==> src/rtl/sync_lane_sprite.sv <==
// Lane timing-plus-motion block: delays HSync/VSync, regenerates pixel/tile counters, and moves one lane object.
// Optional build macro LANE_PAUSE_EN adds i_Enable to freeze the object's motion.
module sync_lane_sprite #(
    parameter int unsigned TOTAL_COLS   = 800,
    parameter int unsigned TOTAL_ROWS   = 525,
    parameter int unsigned c_SPEED      = 1,
    parameter int unsigned c_DIR        = 0,
    parameter int unsigned c_MIN_X      = 0,
    parameter int unsigned c_MAX_X      = 14,
    parameter int unsigned c_SLOW_COUNT = 4000000,
    parameter int unsigned c_INIT_X     = 0,
    parameter int unsigned c_INIT_Y     = 11
) (
    input  logic       i_Clk,
    input  logic       i_Rst,
`ifdef LANE_PAUSE_EN
    input  logic       i_Enable,
`endif
    input  logic       i_HSync,
    input  logic       i_VSync,
    output logic       o_HSync,
    output logic       o_VSync,
    output logic [9:0] o_Col_Count,
    output logic [9:0] o_Row_Count,
    output logic [4:0] o_Col_Count_Div,
    output logic [4:0] o_Row_Count_Div,
    output logic [5:0] o_Obj_X,
    output logic [5:0] o_Obj_Y,
    output logic       o_Step,
    output logic       o_Draw
);

    localparam int unsigned CNT_W   = 10;
    localparam int unsigned POS_W   = 6;
    localparam int unsigned ARITH_W = 7;
    localparam int unsigned TICK_W  = 32;

    logic                 enable;
    logic                 frame_start;
    logic [CNT_W-1:0]     col_next;
    logic [CNT_W-1:0]     row_next;
    logic [TICK_W-1:0]    tick;
    logic                 tick_last;
    logic                 step_now;
    logic [ARITH_W-1:0]   x_ext;
    logic [ARITH_W-1:0]   x_sum;
    logic [POS_W-1:0]     x_next;

`ifdef LANE_PAUSE_EN
    assign enable = i_Enable;
`else
    assign enable = 1'b1;
`endif

    // Frame start is a VSync rising edge seen against the delayed copy.
    assign frame_start = i_VSync & ~o_VSync;

    always_ff @(posedge i_Clk or posedge i_Rst) begin
        if (i_Rst) begin
            o_HSync <= 1'b0;
            o_VSync <= 1'b0;
        end else begin
            o_HSync <= i_HSync;
            o_VSync <= i_VSync;
        end
    end

    // Raster counter next-state: frame start beats line wrap beats increment.
    always_comb begin
        col_next = o_Col_Count + CNT_W'(1);
        row_next = o_Row_Count;
        if (frame_start) begin
            col_next = '0;
            row_next = '0;
        end else if (o_Col_Count == CNT_W'(TOTAL_COLS - 1)) begin
            col_next = '0;
            if (o_Row_Count == CNT_W'(TOTAL_ROWS - 1)) begin
                row_next = '0;
            end else begin
                row_next = o_Row_Count + CNT_W'(1);
            end
        end
    end

    always_ff @(posedge i_Clk or posedge i_Rst) begin
        if (i_Rst) begin
            o_Col_Count <= '0;
            o_Row_Count <= '0;
        end else begin
            o_Col_Count <= col_next;
            o_Row_Count <= row_next;
        end
    end

    assign o_Col_Count_Div = o_Col_Count[9:5];
    assign o_Row_Count_Div = o_Row_Count[9:5];

    assign tick_last = (tick == TICK_W'(c_SLOW_COUNT - 1));
    assign step_now  = enable & tick_last;

    // Wrapping step computed one bit wider so neither sum nor difference aliases.
    always_comb begin
        x_ext  = {1'b0, o_Obj_X};
        x_sum  = x_ext + ARITH_W'(c_SPEED);
        x_next = o_Obj_X;
        if (c_DIR == 0) begin
            if (x_sum >= ARITH_W'(c_MAX_X)) begin
                x_next = POS_W'(c_MIN_X);
            end else begin
                x_next = POS_W'(x_sum);
            end
        end else begin
            if (x_ext < ARITH_W'(c_MIN_X + c_SPEED)) begin
                x_next = POS_W'(c_MAX_X - 1);
            end else begin
                x_next = POS_W'(x_ext - ARITH_W'(c_SPEED));
            end
        end
    end

    always_ff @(posedge i_Clk or posedge i_Rst) begin
        if (i_Rst) begin
            tick    <= '0;
            o_Obj_X <= POS_W'(c_INIT_X);
            o_Obj_Y <= POS_W'(c_INIT_Y);
            o_Step  <= 1'b0;
        end else begin
            o_Step <= step_now;
            if (enable) begin
                tick <= tick_last ? '0 : tick + TICK_W'(1);
            end
            if (step_now) begin
                o_Obj_X <= x_next;
            end
        end
    end

    assign o_Draw = ({1'b0, o_Col_Count_Div} == o_Obj_X) &&
                    ({1'b0, o_Row_Count_Div} == o_Obj_Y);

endmodule

==> config.mk <==
export PLATFORM = sky130hd
export DESIGN_NAME = sync_lane_sprite
export DESIGN_NICKNAME = d
export VERILOG_FILES = /design/src/rtl/sync_lane_sprite.sv
export SDC_FILE = /design/constraint.sdc
export NUM_CORES = 1
export LEC_CHECK = 0
export ABC_AREA = 1
export CORE_MARGIN = 3
export CORE_UTILIZATION = 50
export DETAILED_ROUTE_END_ITERATION = 10
export HOLD_SLACK_MARGIN = 0.06
export PLACE_DENSITY = 0.8
export SLEW_MARGIN = 20
export SYNTH_ARGS = -nofsm -noshare
export SYNTH_HDL_FRONTEND = slang
export SYNTH_SLANG_ARGS = --single-unit
export TNS_END_PERCENT = 20
==> constraint.sdc <==
create_clock -name i_Clk -period 1.93 [get_ports i_Clk]
set_input_delay 0.386 -clock i_Clk [delete_from_list [all_inputs] [get_ports i_Clk]]
set_output_delay 0.386 -clock i_Clk [all_outputs]
set_load 0.01 [all_outputs]
== Word-level counts from Yosys, hierarchy flattened ==
Cells that the tools add are included.

* Reduce and logical (&&, ||, !) cells: 2
* Muxes and demuxes: 7
* Add/subtract/negate cells: 4
* $lt $le $gt $ge: 1
* Bitwise gates (word level): 2
* Equality and inequality tests: 5

{| class="wikitable"
|+ Operators by type and width
! kind !! number
|-
| 10-bit two-way mux || 5
|-
| 32-bit by 1-bit adder with 32-bit output (second input constant) || 1
|-
| 32-bit by 22-bit == test with 1-bit output (second input constant) || 1
|-
| 32-bit two-way mux || 1
|-
| 10-bit by 1-bit adder with 10-bit output (second input constant) || 2
|-
| 10-bit == test (second input constant) || 2
|-
| 5-bit by 6-bit == test with 1-bit output || 2
|-
| 6-bit by 1-bit adder with 7-bit output (second input constant) || 1
|-
| 7-bit by 4-bit greater-or-equal comparator with 1-bit output (second input constant) || 1
|-
| 6-bit two-way mux || 1
|-
| 2-bit nonzero test || 1
|-
| 1-bit bitwise AND || 1
|-
| 1-bit logical AND || 1
|-
| 1-bit NOT || 1
|}

* Register bits: 61
* Input bits: 4
* Word-level logic and storage cells: 28

== Depth between registers and ports, before layout ==
* Word-level depth: 4
* Gate-level depth with buffers: 9

== Least setup slack after synthesis ==
Ideal clock, no wire load.

* Path kind: register to output
* From: register o_Col_Count[8]
* To: output o_Draw
* Arrival time: 1.091 ns
* Cell stages (with the launch flop): 3
* Buffers on the path: 0
* Setup slack: 0.453 ns
* Cell sequence: dfrtp_1 -> xor2_1 -> nor4_1

* Cells in the longest elaborated chain, start to end: 2

{| class="wikitable"
|+ RTL lines
! element !! line !! source
|-
| from (decl) || 23 || <nowiki>output logic [9:0] o_Col_Count,</nowiki>
|-
| from (signal assigned) || 90 || <nowiki>o_Col_Count <= col_next;</nowiki>
|-
| 5-bit by 6-bit == test with 1-bit output || 138 || <nowiki>assign o_Draw = ({1'b0, o_Col_Count_Div} == o_Obj_X) &&</nowiki>
|-
| 1-bit logical AND || 138 ||
|-
| to (decl) || 30 || <nowiki>output logic o_Draw</nowiki>
|}

No other way between the ends.

== Final worst setup path ==
* From: register o_Row_Count[4]
* To: output o_Row_Count[4]

{| class="wikitable"
|+ RTL lines
! element !! line !! source
|-
| from (decl) || 24 || <nowiki>output logic [9:0] o_Row_Count,</nowiki>
|-
| from (signal assigned) || 91 || <nowiki>o_Row_Count <= row_next;</nowiki>
|}

No word-level cell between the ends.

==> impl_metrics.ini <==
[worst_setup_path]
cp_data_arrival_time_ns = 1.47
critical_path_buf_inv_count = 1
crit_fanout = 10
crit_family = buffers and inverters
slowest_delay_ns = 0.60
reg2reg_depth = 6
setup.worst_path.end_class = output pin
critPathSlowestCell = clkdlybuf4s50_1
path_class = flip-flop to output pin
cp.required_ns = 1.54
worst-path-stages = 1
start_kind = flip-flop
crit_chain = clkdlybuf4s50_1

[drt]
postRouteAntennaNets = 0
wl_per_cell_um = 12.3
dr.pass1.iters = 4
routed_wl_mm = 8.36
via_count = 3361
drtIter0Drc = 198
via_per_inst = 4.95
drcViolationCount = 0

[timing]
finalSetupTns_ns = 0
max_freq_mhz = 539
finalSetupViolations = 0
period_needed_ns = 1.85
rsz0062_at_grt = no
hold_viol = 0
fin_worst_skew_ns = 0.0104
min_period_over_period_pct = 96.1
whs_ns = 0.341
worst_slack_ns = 0.0761
finalMaxSlewViolations = 0

[final_layout]
fillers = 645
fin_util_pct = 64.1
syn_to_final_growth_pct = 21.3
finalInstanceArea_um2 = 4470
fin_nets = 588
drive_above_1_share_pct = 6.69
fin_cells = 679
diodes = 0

[global_routing]
antenna_found_initial = 0
grt_pass1_vias = 3176
gr-total-overflow = 0
grt_pass1_wl_mm = 14.4
grt_max_degree = 26
gr-usage-all-layers_pct = 21.1

[die]
die_w_um = 91.9
start_util_pct = 52.8
die_y_um = 91.9
io_pins = 50
fp-row-count = 30
die_area_um2 = 8440
core_um2 = 6980

[yosys]
synthesis.area_um2 = 3690
synth_cells = 526
seq_area_frac_synth_pct = 41.4
syn_avg_cell_area_um2 = 7.01
yosysWarnings = 6
synth_top_area_share_pct = 41.4
yosysTopAreaCell = dfrtp_1
ys_ff_latch = 61
ys_types = 28
synthTopCellsByArea = dfrtp_1 41%, nand2_1 14%, nor2_1 9.4%, inv_1 8.8%, nand3_1 4.6%

[power_and_ir_drop]
power_switching_mw = 0.648
p_seq_share_pct = 45.6
p_sw_share_pct = 22.0
p_int_mw = 2.29
irDropWorstVdd_mv = 0.483
leakage_nw = 2.27
power.density_nw_per_um2 = 658
comb_power_share_pct = 6.8
clkPwrFrac_pct = 47.6
fin_total_pwr_mw = 2.94

[flow_run]
maxCapViolations = 0

[worst_hold_path]
min_path_type = input pin to asynchronous set/reset pin

[place]
port_buffers = 43
dpl_cell_area_um2 = 4230
gp_congestion = 0.916
hpwl_mm = 6.54
pre_cts_ws_ns = 0.0429
dp_cells = 663

[cts]
insertion_delay_ns = 0.34
cts_tree = yes
htree_levels = 3
cts.clk_slew.worst_paths_ns = 0.07
cts-root-buf = clkbuf_8
cts_setup_buffers = 0
cts_made_buffers = 9
clock_sinks = 61
clock_path_buffers = 2

[outcome]
status = complete, no violations
==> registers in the layout (all words and copies together) (netlist names) <==
register     count
tick            32
o_Col_Count     10
o_Row_Count     10
o_Obj_X          6
o_HSync          1
o_Step           1
o_VSync          1
==> power groups by stage <==
stage | Combinational [mW] | Sequential (mW) | Clock [mW]
after global placement | 0.200 | 1.36 | 0
after CTS | 0.206 | 1.34 | 1.44
final | 0.201 | 1.34 | 1.40
after global routing | 0.225 | 1.35 | 1.49
after detailed placement | 0.206 | 1.37 | 0
after floorplan | 0.0937 | 1.37 | 0
==> final cells by class <==
type	instances	area, um2	area share, %
multi-input cells	363	1710	38.1
flip-flops and latches	61	1530	34.1
repair buffers	56	548	12.2
inverters	87	327	7.30
clock buffers	10	138	3.08
well taps	96	120	2.68
clock inverters	6	110	2.46
==> cells in the final DEF, fill, tap and decap left out, types with 2 or more instances in the layout <==
master / netlist / final
a21oi_1: 5 / 5
buf_12: 0 / 2
buf_4: 17 / 11
bufinv_16: 0 / 3
clkbuf_8: 0 / 10
clkdlybuf4s50_1: 0 / 42
clkinvlp_4: 0 / 2
conb_1: 1 / 6
dfrtp_1: 61 / 61
ha_1: 6 / 6
inv_1: 86 / 84
inv_2: 0 / 2
nand2_1: 142 / 142
nand3_1: 34 / 34
nand3_2: 2 / 2
nand4_1: 18 / 18
nor2_1: 92 / 92
nor2_2: 2 / 2
nor3_1: 10 / 10
o21ai_0: 14 / 14
xnor2_1: 8 / 8
xor2_1: 15 / 15
==> worst paths after layout <==
path / from / to / slack (ns)
setup / recovery: o_Row_Count[4]$_DFFE_PP0P_ / o_Row_Count[4] / 0.08
hold / removal: i_Rst / o_HSync$_DFF_PP0_ / 0.34
setup reg to reg: tick[0]$_DFF_PP0_ / tick[21]$_DFF_PP0_ / 0.25
hold reg to reg: o_Col_Count[0]$_DFF_PP0_ / o_Col_Count[0]$_DFF_PP0_ / 0.51
min in group i_Clk: i_HSync / o_HSync$_DFF_PP0_ / 0.49
max in group asynchronous: i_Rst / o_Obj_X[3]$_DFFE_PP0N_ / 1.13
==> repair_timing <==
action	in CTS	in global routing
setup endpoints to repair	1	1
gates resized for setup	2	3
hold buffers	0	0
pin swaps	0	0
==> cell families after synthesis <==
kind of cell / after synthesis / synth area share [%]
AOI/OAI and AO/OA: 20 / 2.75
xor gates and xnor gates: 23 / 5.46
adders and majority gates: 6 / 2.04
buffers and inverters: 107 / 12.9
DFF: 61 / 41.4
other: 1 / 0.102
and+or+nand+nor: 308 / 35.4
==> cells in the mapped netlist <==
cell type and count:
inv_1 86, xnor2_1 8, buf_4 17, o21ai_0 14
xor2_1 15, nor3_1 10, buf_6 1, nand3_2 2
nor2_4 1, nor3b_1 1, and2_1 1, ha_1 6
nand3_1 34, buf_2 2, dfrtp_1 61, conb_1 1
nor4_1 1, nand2_1 142, a21oi_1 5, and3_1 1
or2_2 1, nor2_1 92, nand3b_1 1, o22ai_1 1
nand4_1 18, nor3_2 1, nor2_2 2, clkinv_1 1
==> routing by layer <==
metal	GRT usage (%)	wire length (um)	vias up
li1	-	-	1701
met1	27.3	3770	1562
met2	34.9	4020	90
met3	4.92	464	8
met4	6.93	106	0
met5	0	0	-
(Power assumes the default switching activity.)
